--- config.mk ---
export PLATFORM = sky130hd
export DESIGN_NAME = ssled_capture
export DESIGN_NICKNAME = d
export VERILOG_FILES = /design/src/rtl/ssled_capture.sv
export SDC_FILE = /design/constraint.sdc
export NUM_CORES = 1
export LEC_CHECK = 0
export ABC_CLOCK_PERIOD_IN_PS = 10300
export CAP_MARGIN = 5
export CORE_MARGIN = 3
export CORE_UTILIZATION = 45
export CTS_CLUSTER_SIZE = 24
export DETAILED_ROUTE_END_ITERATION = 6
export GPL_TIMING_DRIVEN = 0
export HOLD_SLACK_MARGIN = 0.03
export PLACE_DENSITY = 0.7
export SETUP_SLACK_MARGIN = 0.3
export SYNTH_ARGS = -nofsm -noshare
export SYNTH_HDL_FRONTEND = slang
export SYNTH_SLANG_ARGS = --single-unit
export TNS_END_PERCENT = 100
--- constraint.sdc ---
create_clock -name clk_disp -period 10.3 [get_ports clk_disp]
set_clock_uncertainty 0.05 [all_clocks]
set_input_delay 1.03 -clock clk_disp [delete_from_list [all_inputs] [get_ports clk_disp]]
set_output_delay 1.03 -clock clk_disp [all_outputs]
set_load 0.01 [all_outputs]
--- src/rtl/ssled_capture.sv ---
// Receive side of the four-digit seven-segment scan bus: samples seg/an,
// rebuilds and glitch-filters whole frames, and reports the score.
module ssled_capture #(
    parameter int TIMEOUT = 64
) (
    input  logic        clk_disp,
    input  logic        rst,
    input  logic [6:0]  seg,
    input  logic [3:0]  an,
    output logic [15:0] score_bcd,
    output logic [13:0] score_bin,
    output logic        score_valid,
    output logic        score_changed,
    output logic        stale,
    output logic        seg_err,
    output logic        an_err
);

    localparam int CW = $clog2(TIMEOUT + 1);
    localparam logic [CW-1:0] T_MAX = CW'(TIMEOUT);
    localparam logic [CW-1:0] T_PRE = CW'(TIMEOUT - 1);

    logic [6:0]    seg_q;
    logic [3:0]    an_q;
    logic [3:0]    sel;
    logic          an_idle;
    logic          an_one;
    logic          an_multi;
    logic [3:0]    dig;
    logic          dig_ok;
    logic          cap_ok;
    logic          cap_bad;
    logic [3:0]    mask;
    logic [3:0]    mask_nx;
    logic          frame_done;
    logic [15:0]   cand;
    logic [15:0]   full_frame;
    logic [15:0]   last_frame;
    logic          last_ok;
    logic          cm_valid;
    logic          c1_valid;
    logic [15:0]   c1_frame;
    logic [13:0]   p_hi;
    logic [6:0]    p_lo;
    logic [13:0]   p_hi_nx;
    logic [6:0]    p_lo_nx;
    logic [CW-1:0] cnt;

    // S0: plain input registers
    always_ff @(posedge clk_disp or posedge rst) begin
        if (rst) begin
            seg_q <= 7'h7f;
            an_q  <= 4'hf;
        end else begin
            seg_q <= seg;
            an_q  <= an;
        end
    end

    always_comb begin
        dig_ok = 1'b1;
        dig    = 4'd0;
        case (seg_q)
            7'b1000000: dig = 4'd0;
            7'b1111001: dig = 4'd1;
            7'b0100100: dig = 4'd2;
            7'b0110000: dig = 4'd3;
            7'b0011001: dig = 4'd4;
            7'b0010010: dig = 4'd5;
            7'b0000010: dig = 4'd6;
            7'b1111000: dig = 4'd7;
            7'b0000000: dig = 4'd8;
            7'b0010000: dig = 4'd9;
            default:    dig_ok = 1'b0;
        endcase
    end

    // sel is one-hot exactly when a single anode is low
    assign sel      = ~an_q;
    assign an_idle  = (sel == 4'd0);
    assign an_one   = !an_idle && ((sel & (sel - 4'd1)) == 4'd0);
    assign an_multi = !an_idle && !an_one;
    assign cap_ok   = an_one && dig_ok;
    assign cap_bad  = an_one && !dig_ok;

    assign mask_nx    = mask | sel;
    assign frame_done = cap_ok && (mask_nx == 4'hf);

    always_comb begin
        full_frame = cand;
        for (int i = 0; i < 4; i++) begin
            if (sel[i]) full_frame[4*i +: 4] = dig;
        end
    end

    // S1: slot capture, frame assembly and two-frame glitch filter
    always_ff @(posedge clk_disp or posedge rst) begin
        if (rst) begin
            mask       <= 4'd0;
            cand       <= 16'd0;
            last_frame <= 16'd0;
            last_ok    <= 1'b0;
            cm_valid   <= 1'b0;
            seg_err    <= 1'b0;
            an_err     <= 1'b0;
        end else begin
            seg_err  <= cap_bad;
            an_err   <= an_multi;
            cm_valid <= 1'b0;
            if (an_multi || cap_bad) begin
                mask    <= 4'd0;
                last_ok <= 1'b0;
            end else if (cap_ok) begin
                cand <= full_frame;
                if (frame_done) begin
                    mask       <= 4'd0;
                    last_frame <= full_frame;
                    last_ok    <= 1'b1;
                    cm_valid   <= last_ok && (last_frame == full_frame);
                end else begin
                    mask <= mask_nx;
                end
            end
        end
    end

    assign p_hi_nx = {10'd0, last_frame[15:12]} * 14'd1000
                   + {10'd0, last_frame[11:8]} * 14'd100;
    assign p_lo_nx = {3'd0, last_frame[7:4]} * 7'd10
                   + {3'd0, last_frame[3:0]};

    // C1: last_frame still holds the committed frame on this edge
    always_ff @(posedge clk_disp or posedge rst) begin
        if (rst) begin
            c1_valid <= 1'b0;
            c1_frame <= 16'd0;
            p_hi     <= 14'd0;
            p_lo     <= 7'd0;
        end else begin
            c1_valid <= cm_valid;
            if (cm_valid) begin
                c1_frame <= last_frame;
                p_hi     <= p_hi_nx;
                p_lo     <= p_lo_nx;
            end
        end
    end

    // C2: publish
    always_ff @(posedge clk_disp or posedge rst) begin
        if (rst) begin
            score_bcd     <= 16'd0;
            score_bin     <= 14'd0;
            score_valid   <= 1'b0;
            score_changed <= 1'b0;
        end else begin
            score_valid   <= c1_valid;
            score_changed <= c1_valid && (c1_frame != score_bcd);
            if (c1_valid) begin
                score_bcd <= c1_frame;
                score_bin <= p_hi + {7'd0, p_lo};
            end
        end
    end

    // stale is sticky from reset until the first commit
    always_ff @(posedge clk_disp or posedge rst) begin
        if (rst) begin
            cnt   <= '0;
            stale <= 1'b1;
        end else if (c1_valid) begin
            cnt   <= '0;
            stale <= 1'b0;
        end else begin
            if (cnt != T_MAX) cnt <= cnt + 1'b1;
            if (cnt == T_PRE) stale <= 1'b1;
        end
    end

endmodule

==> results of run 1 <==
==> registers in the layout (all words and copies together) (netlist names), 6 cells and up <==
signal,count
c1_frame,16
cand,16
last_frame,16
score_bcd,16
score_bin,13
p_hi,11
cnt,7
seg_q,7
p_lo,6
==> worst max path at each step <==
| stage | startpoint | to | cells past startpoint |
|---|---|---|---|
| final | last_frame[14] | p_hi[13] | 15 |
| after detailed placement | last_frame[14] | p_hi[13] | 15 |
| after global placement | rst | seg_err | 2 |
| after floorplan | rst | an_err | 1 |
| after CTS | last_frame[14] | p_hi[13] | 15 |
| after global routing | last_frame[14] | p_hi[13] | 15 |
==> cell families after synthesis <==
kind of cell | share of synthesized area [%]
simple gates | 12.2
buf+inv | 3.92
mux | 10.4
fa+ha+maj | 11.1
xor+xnor | 8.45
compound gates | 10.4
flops | 43.6
==> cell type report <==
type,instances,share of cell area (%)
plain buffers,23,1.35
clock buffers,22,5.44
clock inverters,10,1.64
inverters,44,2.00
multi-input cells,489,44.1
flip-flops and latches,124,36.6
well taps,211,3.10
repair buffers,48,5.84
==> critical path: stages (launching register included) <==
cell and delay, ns:
dfrtp_1 0.55, fa_1 0.65, inv_1 0.10, fa_1 0.50
inv_1 0.04, ha_1 0.33, nor2b_1 0.15, nor2_1 0.12
xnor2_1 0.13, ha_1 0.28, or2_2 0.28, a21oi_1 0.20
a31oi_1 0.10, and4b_1 0.23, xnor2_1 0.19, a21oi_1 0.11
==> synthesized netlist by cell type, drive strengths merged (14+ instances only) <==
cell	instances
a21oi	41
clkbuf	14
dfrtp	112
ha	44
inv	44
mux2	56
nand2	39
nor2	69
o21ai	34
xnor2	36
xor2	33
==> layout by cell type (no fill, tap or decap), types with 3 or more instances in the layout <==
cell / instances
ha_1: 44
xor2_1: 33
mux2_2: 55
clkbuf_1: 17
nor2_1: 68
o22ai_1: 3
o31ai_1: 3
clkinvlp_4: 3
buf_4: 3
nand3b_1: 5
a31oi_1: 4
nand2_1: 39
bufinv_16: 3
a21oi_1: 41
xnor2_1: 36
inv_1: 43
nand4_1: 6
and2_1: 4
a21o_1: 8
dfrtp_1: 112
a211oi_1: 4
nand3_1: 7
fa_1: 12
nor2b_1: 10
nor3_1: 8
nor4_1: 4
clkdlybuf4s50_1: 47
mux2i_1: 11
clkbuf_16: 17
o21a_1: 3
dfstp_2: 12
o21ai_0: 34
nand2b_1: 5
==> stage by stage <==
stage	setup WS, ns	area, um^2	cells	utilization (%)	power [uW]
6_report	6.15	8530	971	55.5	1210
5_1_grt	5.91	8530	971	55.5	1250
4_1_cts	6.15	8530	971	55.5	1220
3_5_place_dp	6.15	7920	939	51.5	611
3_3_place_gp	4.36	7890	938	51.3	606
2_1_floorplan	5.94	7160	680	-	583
==> layer usage <==
layer,part of all wire [%],routed length (um),track usage (%),vias to the layer above
li1,-,-,-,2487
met3,4.0,623,4.27,33
met4,2.1,330,5.43,0
met2,49,7780,32.7,134
met1,44,6990,23.9,2541
met5,0,0,0,-
==> power groups by stage <==
stage | combinational (uW) | clock (uW) | sequential [uW]
after detailed placement | 78.9 | 0 | 532
after global placement | 75.6 | 0 | 531
after global routing | 89.0 | 638 | 526
after floorplan | 55.0 | 0 | 528
final | 78.8 | 606 | 524
after CTS | 79.7 | 613 | 523
==> flow_metrics.env, run 1 <==
export IMPL_dpl_hpwl_mm=11.6
export IMPL_final_setup_tns_ns=0
export IMPL_cts_setup_buffers=0
export IMPL_ys_ff_latch=124
export IMPL_seq_area_frac_synth_pct=43.6
export IMPL_start_util_pct=46.6
export IMPL_grt_use_total_pct=18.9
export IMPL_multi_input_area_um2=3760
export IMPL_seqCellArea_um2=3120
export IMPL_cts_sinks=124
export IMPL_status="complete, no violations"
export IMPL_worstPathArrival_ns=4.37
export IMPL_synth_edf_count=0
export IMPL_final_nets=816
export IMPL_wirelength_mm=15.7
export IMPL_ir_drop_mv=0.122
export IMPL_yosys_area_top_type="dfrtp_1"
export IMPL_first_pass_iters=5
export IMPL_hold_buffers=0
export IMPL_drv_cap=0
export IMPL_syn_area_per_cell_um2=10.5
export IMPL_grt_pass1_wl_mm=27.0
export IMPL_crit_path_end_kind="register"
export IMPL_syn_nets=749
export IMPL_max_slew_worst_pin_slew_ns=0.632
export IMPL_synthTopCellsByArea="dfrtp_1, mux2_2, ha_1, dfstp_2, xnor2_1"
export IMPL_whs_endpoint="score_valid"
export IMPL_cts_htree_levels=4
export IMPL_syn_area_um2=7160
export IMPL_rsz0062_at_grt="false"
export IMPL_ys_types=68
export IMPL_swShare_pct=22.8
export IMPL_start_kind="register"
export IMPL_syn_to_final_growth_pct=19.2
export IMPL_rr_worst_depth=15
export IMPL_fin_crit_ns=4.15
export IMPL_cts_tree="built"
export IMPL_netlist_instances=680
export IMPL_worst_skew_pair_late_latency_ns=0.41
export IMPL_power_density_nw_per_um2=142
export IMPL_cp_max_fo=10
export IMPL_relSlewSlack_pct=57.9
export IMPL_grt_max_degree=74
export IMPL_finalSetupViolations=0
export IMPL_worst_endpoint_required_ns=10.52
export IMPL_pwr_share_comb_pct=6.5
export IMPL_drive_above_1_share_pct=15.4
export IMPL_yosys_area_top_type_share_pct=39.2
export IMPL_holdWs_ns=0.323
export IMPL_die_w_um=132
export IMPL_seqPwrFrac_pct=43.3
export IMPL_place_gp_congestion=0.858
export IMPL_p_clk_share_pct=50.2
export IMPL_root_buffer="clkbuf_16"
export IMPL_worst_setup_path_type="reg -> reg"
export IMPL_r2r_slack_ns=6.15
export IMPL_cts_resized_gates=0
export IMPL_reg2reg_to="p_hi[13]"
export IMPL_p_int_uw=934
export IMPL_wire_per_inst_um=16.2
export IMPL_grt_overflow=0
export IMPL_max_freq_mhz=241
export IMPL_drv_slew=0
export IMPL_vias=5195
export IMPL_drtAntennaViolNets=0
export IMPL_grt_pass1_vias=5385
export IMPL_n_fill_cell=1304
export IMPL_leakage_uw=0.00410
export IMPL_finalCritPeriodShare_pct=40.3
export IMPL_async_flop_share_pct=100
export IMPL_cts_buffers=17
export IMPL_yosysWarnings=0
export IMPL_clk_pin_slew_ns=0.06
export IMPL_synth_flop_cell="dfrtp_1"
export IMPL_first_iter_violations=299
export IMPL_hold_path_cell_count=0
export IMPL_clock_path_buffers=2
export IMPL_die_h_um=132
export IMPL_hp_start="c1_valid"
export IMPL_hp_class="reg -> reg"
export IMPL_num_rows=45
export IMPL_io_pins=48
export IMPL_p_switching_uw=275
export IMPL_port_buffer_count=47
export IMPL_die_area_um2=17500
export IMPL_grt_antenna_before_repair=0
export IMPL_drc=0
export IMPL_report_final_hold_viol_count=0
export IMPL_r2r_start="last_frame[14]"
export IMPL_core_um2=15400
export IMPL_antenna_cells=0
export IMPL_via_per_inst=5.35
(Power assumes the default switching activity.)
==> inputs of run 2 (changes only) <==
Settings changed: ABC_CLOCK_PERIOD_IN_PS 10300 to 3500, PLACE_DENSITY 0.7 to 0.72.
Clock period 10.3 ns to 3.5 ns, I/O delays scaled along.
==> flow_metrics.env, run 2 (synthesized netlist as in run 1, its figures left out) <==
export IMPL_fin_cells=987
export IMPL_worst_endpoint_required_ns=3.73
export IMPL_rsz0062_at_grt="true"
export IMPL_io_pins=48
export IMPL_dpl_hpwl_mm=12.0
export IMPL_max_freq_mhz=279
export IMPL_clock_path_buffers=2
export IMPL_fin_ws_ns=-0.0862
export IMPL_cts_buffers=17
export IMPL_holdWs_ns=0.167
export IMPL_hold_buffers=0
export IMPL_start_kind="register"
export IMPL_crit_path_end_kind="register"
export IMPL_final_setup_tns_ns=-0.151
export IMPL_die_h_um=132
export IMPL_final_cell_mix="dfrtp_1, nor2_1, mux2_2, clkdlybuf4s50_1, inv_1"
export IMPL_r2r_start="last_frame[15]"
export IMPL_cts_tree="built"
export IMPL_grt_overflow=0
export IMPL_failed_checks="negative setup slack"
export IMPL_grt_antenna_before_repair=0
export IMPL_clk_pin_slew_ns=0.05
export IMPL_wirelength_mm=16.4
export IMPL_relSlewSlack_pct=55.6
export IMPL_first_pass_iters=5
export IMPL_r2r_slack_ns=-0.09
export IMPL_p_switching_uw=807
export IMPL_grt_max_degree=42
export IMPL_final_nets=832
export IMPL_status="complete, but fails checks"
export IMPL_cp_max_fo=4
export IMPL_worst_skew_pair_late_latency_ns=0.42
export IMPL_vias=5291
export IMPL_report_final_hold_viol_count=0
export IMPL_antenna_cells=0
export IMPL_final_common_cell="dfrtp_1"
export IMPL_via_per_inst=5.36
export IMPL_reg2reg_to="p_hi[13]"
export IMPL_hp_class="in -> async"
export IMPL_first_iter_violations=323
export IMPL_power_density_nw_per_um2=415
export IMPL_drive_above_1_share_pct=19.7
export IMPL_finalCritPeriodShare_pct=102
export IMPL_root_buffer="clkbuf_16"
export IMPL_p_clk_share_pct=51.1
export IMPL_wire_per_inst_um=16.6
export IMPL_seqPwrFrac_pct=42.2
export IMPL_ir_drop_mv=0.378
export IMPL_die_area_um2=17500
export IMPL_core_um2=15400
export IMPL_rr_worst_depth=15
export IMPL_max_slew_worst_pin_slew_ns=0.667
export IMPL_cts_sinks=124
export IMPL_finalSetupViolations=3
export IMPL_syn_to_final_growth_pct=23.1
export IMPL_cts_htree_levels=4
export IMPL_drv_cap=0
export IMPL_multi_input_area_um2=3860
export IMPL_swShare_pct=22.1
export IMPL_worst_setup_path_type="reg -> reg"
export IMPL_grt_pass1_vias=5612
export IMPL_drc=0
export IMPL_start_util_pct=46.6
export IMPL_n_fill_cell=1312
export IMPL_worstPathArrival_ns=3.82
export IMPL_p_int_uw=2840
export IMPL_seqCellArea_um2=3120
export IMPL_grt_pass1_wl_mm=28.1
export IMPL_place_gp_congestion=0.883
export IMPL_drv_slew=0
export IMPL_port_buffer_count=47
export IMPL_drtAntennaViolNets=0
export IMPL_pwr_share_comb_pct=6.6
export IMPL_dp_cells=941
export IMPL_die_w_um=132
export IMPL_grt_use_total_pct=19.9
export IMPL_fin_crit_ns=3.59
export IMPL_num_rows=45
export IMPL_leakage_uw=0.00419
[run 2: changes by cell type in the layout (fill, tap and decap cells not counted), sizes merged]
cell,previous run,this run
bufinv,3,4
buf,10,26
clkinvlp,3,5
clkbuf,36,35
clkinv,4,3
inv,44,43
[run 2: how the worst max path moves through the flow]
stage	startpoint	to	slack [ns]	cells past startpoint
floorplan	last_frame[14]	p_hi[13]	-0.04	15
detailed placement	last_frame[14]	p_hi[13]	-0.36	15
global placement	last_frame[14]	p_hi[13]	-0.29	15
finish	last_frame[15]	p_hi[13]	-0.09	15
CTS	last_frame[15]	p_hi[13]	-0.07	15
global route	last_frame[15]	p_hi[13]	-0.20	15
[run 2: critical path, cell delays in order, from the launching register on]
cell	delay [ns]
dfrtp_2	0.43
fa_2	0.59
inv_2	0.05
fa_1	0.49
inv_2	0.05
ha_4	0.27
nor2b_1	0.13
nor2_1	0.06
xnor2_1	0.12
ha_1	0.29
or2_4	0.24
a21oi_4	0.14
a31oi_2	0.07
and4b_1	0.22
xnor2_2	0.16
a21oi_1	0.09
[run 2: repair_timing]
item / CTS / global route
pin swaps: 8 / 2
resized for setup: 14 / 0
setup endpoints to repair: 5 / 6
buffers inserted: 13 / 1
[run 2: layout make-up]
cell class	instances	share of cell area, %
buffer	23	1.31
multi-input combinational	489	43.9
timing repair buffer	64	7.26
clock buffer	21	5.34
clock inverter	11	1.88
sequential	124	35.4
tap	211	3.00
inverter	44	1.92
[run 2: power by group through the flow]
stage                     clock [uW]  sequential, uW  combinational [uW]
after floorplan                    0            1550                 163
after global placement             0            1560                 222
after detailed placement           0            1570                 235
after CTS                       1890            1540                 245
after global routing            1970            1550                 276
final                           1870            1540                 243
[run 2: metrics by stage]
step           area [um^2]  util, %  setup slack [ns]  power (uW)
2_1_floorplan         7180        -           -0.0422        1720
3_3_place_gp          7920     51.5            -0.292        1780
3_5_place_dp          7980     51.9            -0.362        1800
4_1_cts               8800     57.2           -0.0716        3680
5_1_grt               8810     57.3            -0.196        3790
6_report              8810     57.3           -0.0862        3650
[run 2: layer usage]
metal / GRT usage, % / up-vias / wire length (um)
li1: - / 2518 / -
met1: 24.4 / 2629 / 7000
met2: 34.6 / 118 / 8470
met3: 4.77 / 26 / 650
met4: 6.59 / 0 / 290
met5: 0 / - / 0
